[config.mk]
export PLATFORM = sky130hd
export DESIGN_NAME = ucode_sequencer
export DESIGN_NICKNAME = d
export VERILOG_FILES = /design/src/rtl/ucode_sequencer.sv
export SDC_FILE = /design/constraint.sdc
export NUM_CORES = 1
export LEC_CHECK = 0
export BUFFER_PORTS_ARGS = -buffer_cell sky130_fd_sc_hd__buf_4
export CORE_MARGIN = 1
export CORE_UTILIZATION = 37
export CTS_CLUSTER_DIAMETER = 100
export DETAILED_ROUTE_END_ITERATION = 12
export GPL_TIMING_DRIVEN = 1
export HOLD_SLACK_MARGIN = 0.06
export PLACE_DENSITY_LB_ADDON = 0.08
export SLEW_MARGIN = 20
export SYNTH_ARGS = -nofsm -noshare
export SYNTH_HDL_FRONTEND = slang
export SYNTH_SLANG_ARGS = --single-unit
[constraint.sdc]
create_clock -name clk -period 5.8 [get_ports clk]
set_input_delay 1.16 -clock clk [delete_from_list [all_inputs] [get_ports clk]]
set_output_delay 1.16 -clock clk [all_outputs]
set_load 0.03 [all_outputs]
[src/rtl/ucode_sequencer.sv]
// ucode_sequencer: multi-cycle microcode sequencer for the cpuy core.
// Accepts one opcode per valid/ready handshake and walks its micro-op steps.
// Optional retired-instruction counter is built when UCODE_RETIRE_CNT_EN is defined.
module ucode_sequencer #(
    parameter int DATA_W = 16,
    parameter int STEP_W = 2
) (
    input  logic              clk,
    input  logic              rst_n,
    input  logic              instr_valid,
    output logic              instr_ready,
    input  logic [7:0]        opcode,
    input  logic [DATA_W-1:0] w,
    input  logic              carry,
    input  logic              zero,
    input  logic              sign,
    input  logic              stall,
    output logic              uop_valid,
    output logic [STEP_W-1:0] step_index,
    output logic              last_step,
    output logic [7:0]        operand_byte,
    output logic              alu_operation,
    output logic              alu_multibyte_result,
    output logic              jump_operation,
    output logic              jump_condition,
    output logic              mov_operation,
    output logic              destination_w,
    output logic              destination_flags,
    output logic              destination_memory,
    output logic              destination_registers,
    output logic              destination_ports,
    output logic [2:0]        destination_index,
    output logic              stack_operation,
    output logic              stack_direction,
    output logic              illegal_opcode
`ifdef UCODE_RETIRE_CNT_EN
    ,
    output logic [15:0]       retired_count
`endif
);
    localparam int BYTES = DATA_W / 8;

    typedef enum logic {IDLE, EXEC} state_t;

    state_t              state, state_next;
    logic [STEP_W-1:0]   step, step_next;
    logic [7:0]          op_q;
    logic [DATA_W-1:0]   w_q;
    logic [DATA_W-1:0]   w_shift;
    logic                c_q, z_q, s_q;
    logic                illegal_q;
    logic [STEP_W:0]     nsteps;
    logic                final_step;
    logic                advance;
    logic                accept;
    logic                opc_illegal;

    // Class 111 is illegal apart from the 0xFF NOP; a jump with selector 7 is illegal too.
    assign opc_illegal = ((opcode[7:5] == 3'b111) && (opcode != 8'hFF)) ||
                         ((opcode[7:5] == 3'b010) && (opcode[2:0] == 3'b111));

    assign uop_valid      = (state == EXEC);
    assign advance        = uop_valid & ~stall;
    assign final_step     = ({1'b0, step} == (nsteps - 1'b1));
    assign instr_ready    = (state == IDLE) | (advance & final_step);
    assign accept         = instr_valid & instr_ready;
    assign step_index     = step;
    assign last_step      = uop_valid & final_step;
    assign illegal_opcode = illegal_q;
    assign w_shift        = w_q >> {step, 3'b000};

    // State and step register; an abort via reset returns straight to IDLE.
    always_ff @(posedge clk or negedge rst_n) begin
        if (!rst_n) begin
            state <= IDLE;
            step  <= '0;
        end else begin
            state <= state_next;
            step  <= step_next;
        end
    end

    // Next state: a new accept wins over retiring, so back-to-back ops have no bubble.
    always_comb begin
        state_next = state;
        step_next  = step;
        if (accept) begin
            state_next = opc_illegal ? IDLE : EXEC;
            step_next  = '0;
        end else if (advance) begin
            if (final_step) begin
                state_next = IDLE;
                step_next  = '0;
            end else begin
                step_next = step + 1'b1;
            end
        end
    end

    // Instruction latches: the in-flight op ignores later changes on w and the flags.
    always_ff @(posedge clk or negedge rst_n) begin
        if (!rst_n) begin
            op_q      <= '0;
            w_q       <= '0;
            c_q       <= 1'b0;
            z_q       <= 1'b0;
            s_q       <= 1'b0;
            illegal_q <= 1'b0;
        end else begin
            illegal_q <= accept & opc_illegal;
            if (accept) begin
                op_q <= opcode;
                w_q  <= w;
                c_q  <= carry;
                z_q  <= zero;
                s_q  <= sign;
            end
        end
    end

    // Step count of the latched instruction class.
    always_comb begin
        case (op_q[7:5])
            3'b001:         nsteps = (STEP_W+1)'(BYTES);
            3'b100, 3'b101: nsteps = (STEP_W+1)'(2);
            3'b110:         nsteps = (STEP_W+1)'(3);
            default:        nsteps = (STEP_W+1)'(1);
        endcase
    end

    // Micro-op decode of (class, step); everything stays 0 while no micro-op is valid.
    always_comb begin
        operand_byte          = '0;
        alu_operation         = 1'b0;
        alu_multibyte_result  = 1'b0;
        jump_operation        = 1'b0;
        jump_condition        = 1'b0;
        mov_operation         = 1'b0;
        destination_w         = 1'b0;
        destination_flags     = 1'b0;
        destination_memory    = 1'b0;
        destination_registers = 1'b0;
        destination_ports     = 1'b0;
        destination_index     = '0;
        stack_operation       = 1'b0;
        stack_direction       = 1'b0;
        if (uop_valid) begin
            if (op_q != 8'hFF) destination_index = op_q[2:0];
            case (op_q[7:5])
                3'b000: begin
                    alu_operation         = 1'b1;
                    destination_registers = 1'b1;
                    destination_flags     = 1'b1;
                    operand_byte          = w_shift[7:0];
                end
                3'b001: begin
                    alu_operation        = 1'b1;
                    alu_multibyte_result = 1'b1;
                    destination_w        = 1'b1;
                    destination_flags    = final_step;
                    operand_byte         = w_shift[7:0];
                end
                3'b010: begin
                    jump_operation = 1'b1;
                    case (op_q[2:0])
                        3'd0:    jump_condition = 1'b1;
                        3'd1:    jump_condition = c_q;
                        3'd2:    jump_condition = z_q;
                        3'd3:    jump_condition = s_q;
                        3'd4:    jump_condition = ~c_q;
                        3'd5:    jump_condition = ~z_q;
                        default: jump_condition = ~s_q;
                    endcase
                end
                3'b011: begin
                    mov_operation = 1'b1;
                    case (op_q[4:3])
                        2'b00:   destination_registers = 1'b1;
                        2'b01:   destination_ports     = 1'b1;
                        2'b10:   destination_memory    = 1'b1;
                        default: destination_w         = 1'b1;
                    endcase
                end
                3'b100: begin
                    if (step == '0) begin
                        stack_operation = 1'b1;
                        stack_direction = 1'b1;
                    end else begin
                        destination_memory = 1'b1;
                    end
                end
                3'b101: begin
                    if (step == '0) stack_operation = 1'b1;
                    else            destination_registers = 1'b1;
                end
                3'b110: begin
                    if (step == '0) begin
                        stack_operation = 1'b1;
                        stack_direction = 1'b1;
                    end else if (step == STEP_W'(1)) begin
                        destination_memory = 1'b1;
                    end else begin
                        jump_operation = 1'b1;
                        jump_condition = 1'b1;
                    end
                end
                default: ;
            endcase
        end
    end

`ifdef UCODE_RETIRE_CNT_EN
    // Retired-instruction counter: one count per final-step advance, NOPs included.
    always_ff @(posedge clk or negedge rst_n) begin
        if (!rst_n)                    retired_count <= '0;
        else if (advance & final_step) retired_count <= retired_count + 16'd1;
    end
`endif

endmodule

==> results_dict.tcl <==
set metrics [dict create \
    clk_pin_slew_worst_paths_ns 0.06 \
    syn_inst 200 \
    die_h_um 76.3 \
    start_kind "flop" \
    initial_core_util_pct 39.3 \
    seq_area_um2 776 \
    io_pins 60 \
    wl_per_cell_um 16.4 \
    pre_cts_ws_ns 2.40 \
    synth.largest_area_cell "dfrtp_1" \
    core_area_um2 5200 \
    ys_ff_latch 31 \
    yosysMostFrequentCell "dfrtp_1" \
    p_seq_share_pct 29.3 \
    grt_overflow_total 0 \
    synth_area_leaders "dfrtp_1 38%, a221o_1 13%, a22o_1 12%" \
    final_util_pct 49.7 \
    synth_cell_types 44 \
    cts.sinks 31 \
    cts_inserted_buffers 5 \
    hold_buffers 0 \
    netlist.area_leader.share_pct 37.9 \
    arrival_ns 2.48 \
    antennaDiodeCount 0 \
    antenna_found_initial 0 \
    period_minus_slack_ns 3.64 \
    required_ns 4.64 \
    path_cells "inv_1, ha_1, or2_2, a211oi_1, nor2b_1, buf_4" \
    fp-row-count 26 \
    avgViaCountPerCell 5.82 \
    htreeDepth 2 \
    syn-mean-instance-area_um2 10.2 \
    crit_slowest_cell "dfrtp_1" \
    crit_fanout 21 \
    power_density_nw_per_um2 625 \
    cts-root-buf "clkbuf_8" \
    total_leakage_power_nw 1.12 \
    fin_crit_sh_pct 62.7 \
    worst_slack_ns 2.16 \
    fillers 510 \
    fin_skew_ns 0.00595 \
    worstMarginPinSlew_ns 0.845 \
    fin_nets 280 \
    seq_area_frac_synth_pct 37.9 \
    setup_viol 0 \
    hold_depth 1 \
    layout-drive-gt1-share_pct 30.8 \
    holdWs_ns 0.547 \
    fp.dieW_um 76.3 \
    grt_max_degree 32 \
    grt_pass1_vias 1741 \
    yosysWarnings 0 \
    p_int_w 0.000889 \
    synth_ff_type "dfrtp_1" \
    maxSlewViolCount 0 \
    worst-setup-path-type "reg -> out" \
    status "finished, final reports clean" \
    fmax_mhz 275 \
    max_stage_delay_ns 0.89 \
    clock_path_buffers 2 \
    die_area_um2 5830 \
    final_hold_viol_count 0 \
    cts_resized 0 \
    pwr-share-clk_pct 13.6 \
    hp-class "reg -> reg" \
    multi_input_area_um2 1140 \
    track_usage_pct 18.4 \
    cp.depth 6 \
    p_switching_w 0.000728 \
    routed_wl_um 5210 \
    combPwrFrac_pct 57.1 \
    crit_path_end_kind "output port" \
    place_hpwl_um 3460 \
    grt_pass1_wl_um 8540 \
    clkLatencyLatePin_ns 0.28 \
    drt_iter0_markers 76 \
    syn_area_um2 2040 \
    critPathLaunch "step_index[0]" \
    sw_frac_of_total_pct 45.0 \
    async_flop_share_pct 100 \
    grt_setup_unrepaired "false" \
    synthTopCellsByCount "31 x dfrtp_1, 27 x a221o_1, 27 x a22o_1" \
    cts_tree "built" \
    numPortBuffers 59 \
    drtPass1Iterations 4 \
    synth-edff-count 0 \
    ir_drop_mv 0.247 \
    worst_r2r_path_depth 4 \
    ant_nets 0 \
    slew_headroom_pct 43.6 \
    drt_drc_violations_left 0 \
    critPathBufInv 2 \
    layout-area-overhead-vs-synth_pct 26.4 \
    tns_ns 0 \
    routabilityCongestion 0.756 \
    maxCapViolations 0 \
    syn_nets 234 \
    cts_setup_buffers 0 \
    r2r_start "step_index[0]" \
    hp-start "w_q[8]" \
    crit_family "flip-flops" \
    vias 1844 \
]
layout by cell type, fill, tap and decap left out, types with 2 or more instances in the layout:
cell type	netlist	routed
nand2_1	7	7
nand3b_1	4	4
dfrtp_1	31	31
ha_1	3	3
nor3_1	3	3
buf_4	0	59
nor2_1	14	14
mux2i_1	8	8
and2_1	2	2
a221o_1	27	27
and4_1	2	2
clkbuf_8	0	6
a31oi_1	4	4
nand2b_1	4	3
or2_2	2	2
o21ai_0	7	7
nor3b_1	3	3
nor2b_1	4	3
inv_1	6	6
a22o_1	27	27
through the flow:
step                cell area [µm²]  cells  total power, W
floorplan                      2040    200         0.00119
global placement               2460    309         0.00139
detailed placement             2460    309         0.00140
CTS                            2580    317         0.00163
global route                   2580    317         0.00173
finish                         2580    317         0.00162
metal layers:
metal / GRT usage (%) / vias to the layer above / wire, µm
met5: 0 / - / 0
met4: 5.77 / 0 / 75
met3: 4.79 / 7 / 311
met2: 29.9 / 66 / 2490
met1: 23.7 / 888 / 2340
li1: - / 883 / -
logic make-up (layout without fill, tap and decap cells):
kind of cell	Yosys count	count (layout)	synth area share, %
and+or+nand+nor	49	49	13.2
muxes	9	9	4.47
xor gates and xnor gates	2	2	0.857
AOI/OAI and AO/OA	80	80	34.8
DFF	31	31	37.9
buffers and inverters	26	73	6.85
adders and majority gates	3	3	1.84
registers in the layout, indices dropped and copies added (netlist names):
| name | flops |
|---|---|
| z_q | 1 |
| c_q | 1 |
| step_index | 2 |
| s_q | 1 |
| w_q | 16 |
| illegal_opcode | 1 |
| uop_valid | 1 |
| op_q | 8 |
cell type report:
cell class	count	area share [%]
Inverter	6	0.871
Clock inverter	2	1.36
Timing Repair Buffer	59	17.1
Sequential cell	31	30.0
Clock buffer	6	3.19
Multi-Input combinational cell	143	44.0
Tap cell	70	3.39
final timing paths:
path	end	slack [ns]
min in group asynchronous	w_q[3]	0.80
min	w_q[8]	0.55
min reg2reg	w_q[8]	0.55
max reg2reg	w_q[15]	3.39
max in group asynchronous	z_q	4.69
max	jump_condition	2.16
power groups by stage:
stage          Combinational, W  Sequential [W]  Clock, W
2_1_floorplan          0.000797        0.000397         0
3_3_place_gp           0.000920        0.000473         0
3_5_place_dp           0.000929        0.000474         0
4_1_cts                0.000931        0.000471  0.000224
5_1_grt                 0.00100        0.000494  0.000235
6_report               0.000924        0.000473  0.000220
No activity file was read; power rests on OpenSTA's default activity.
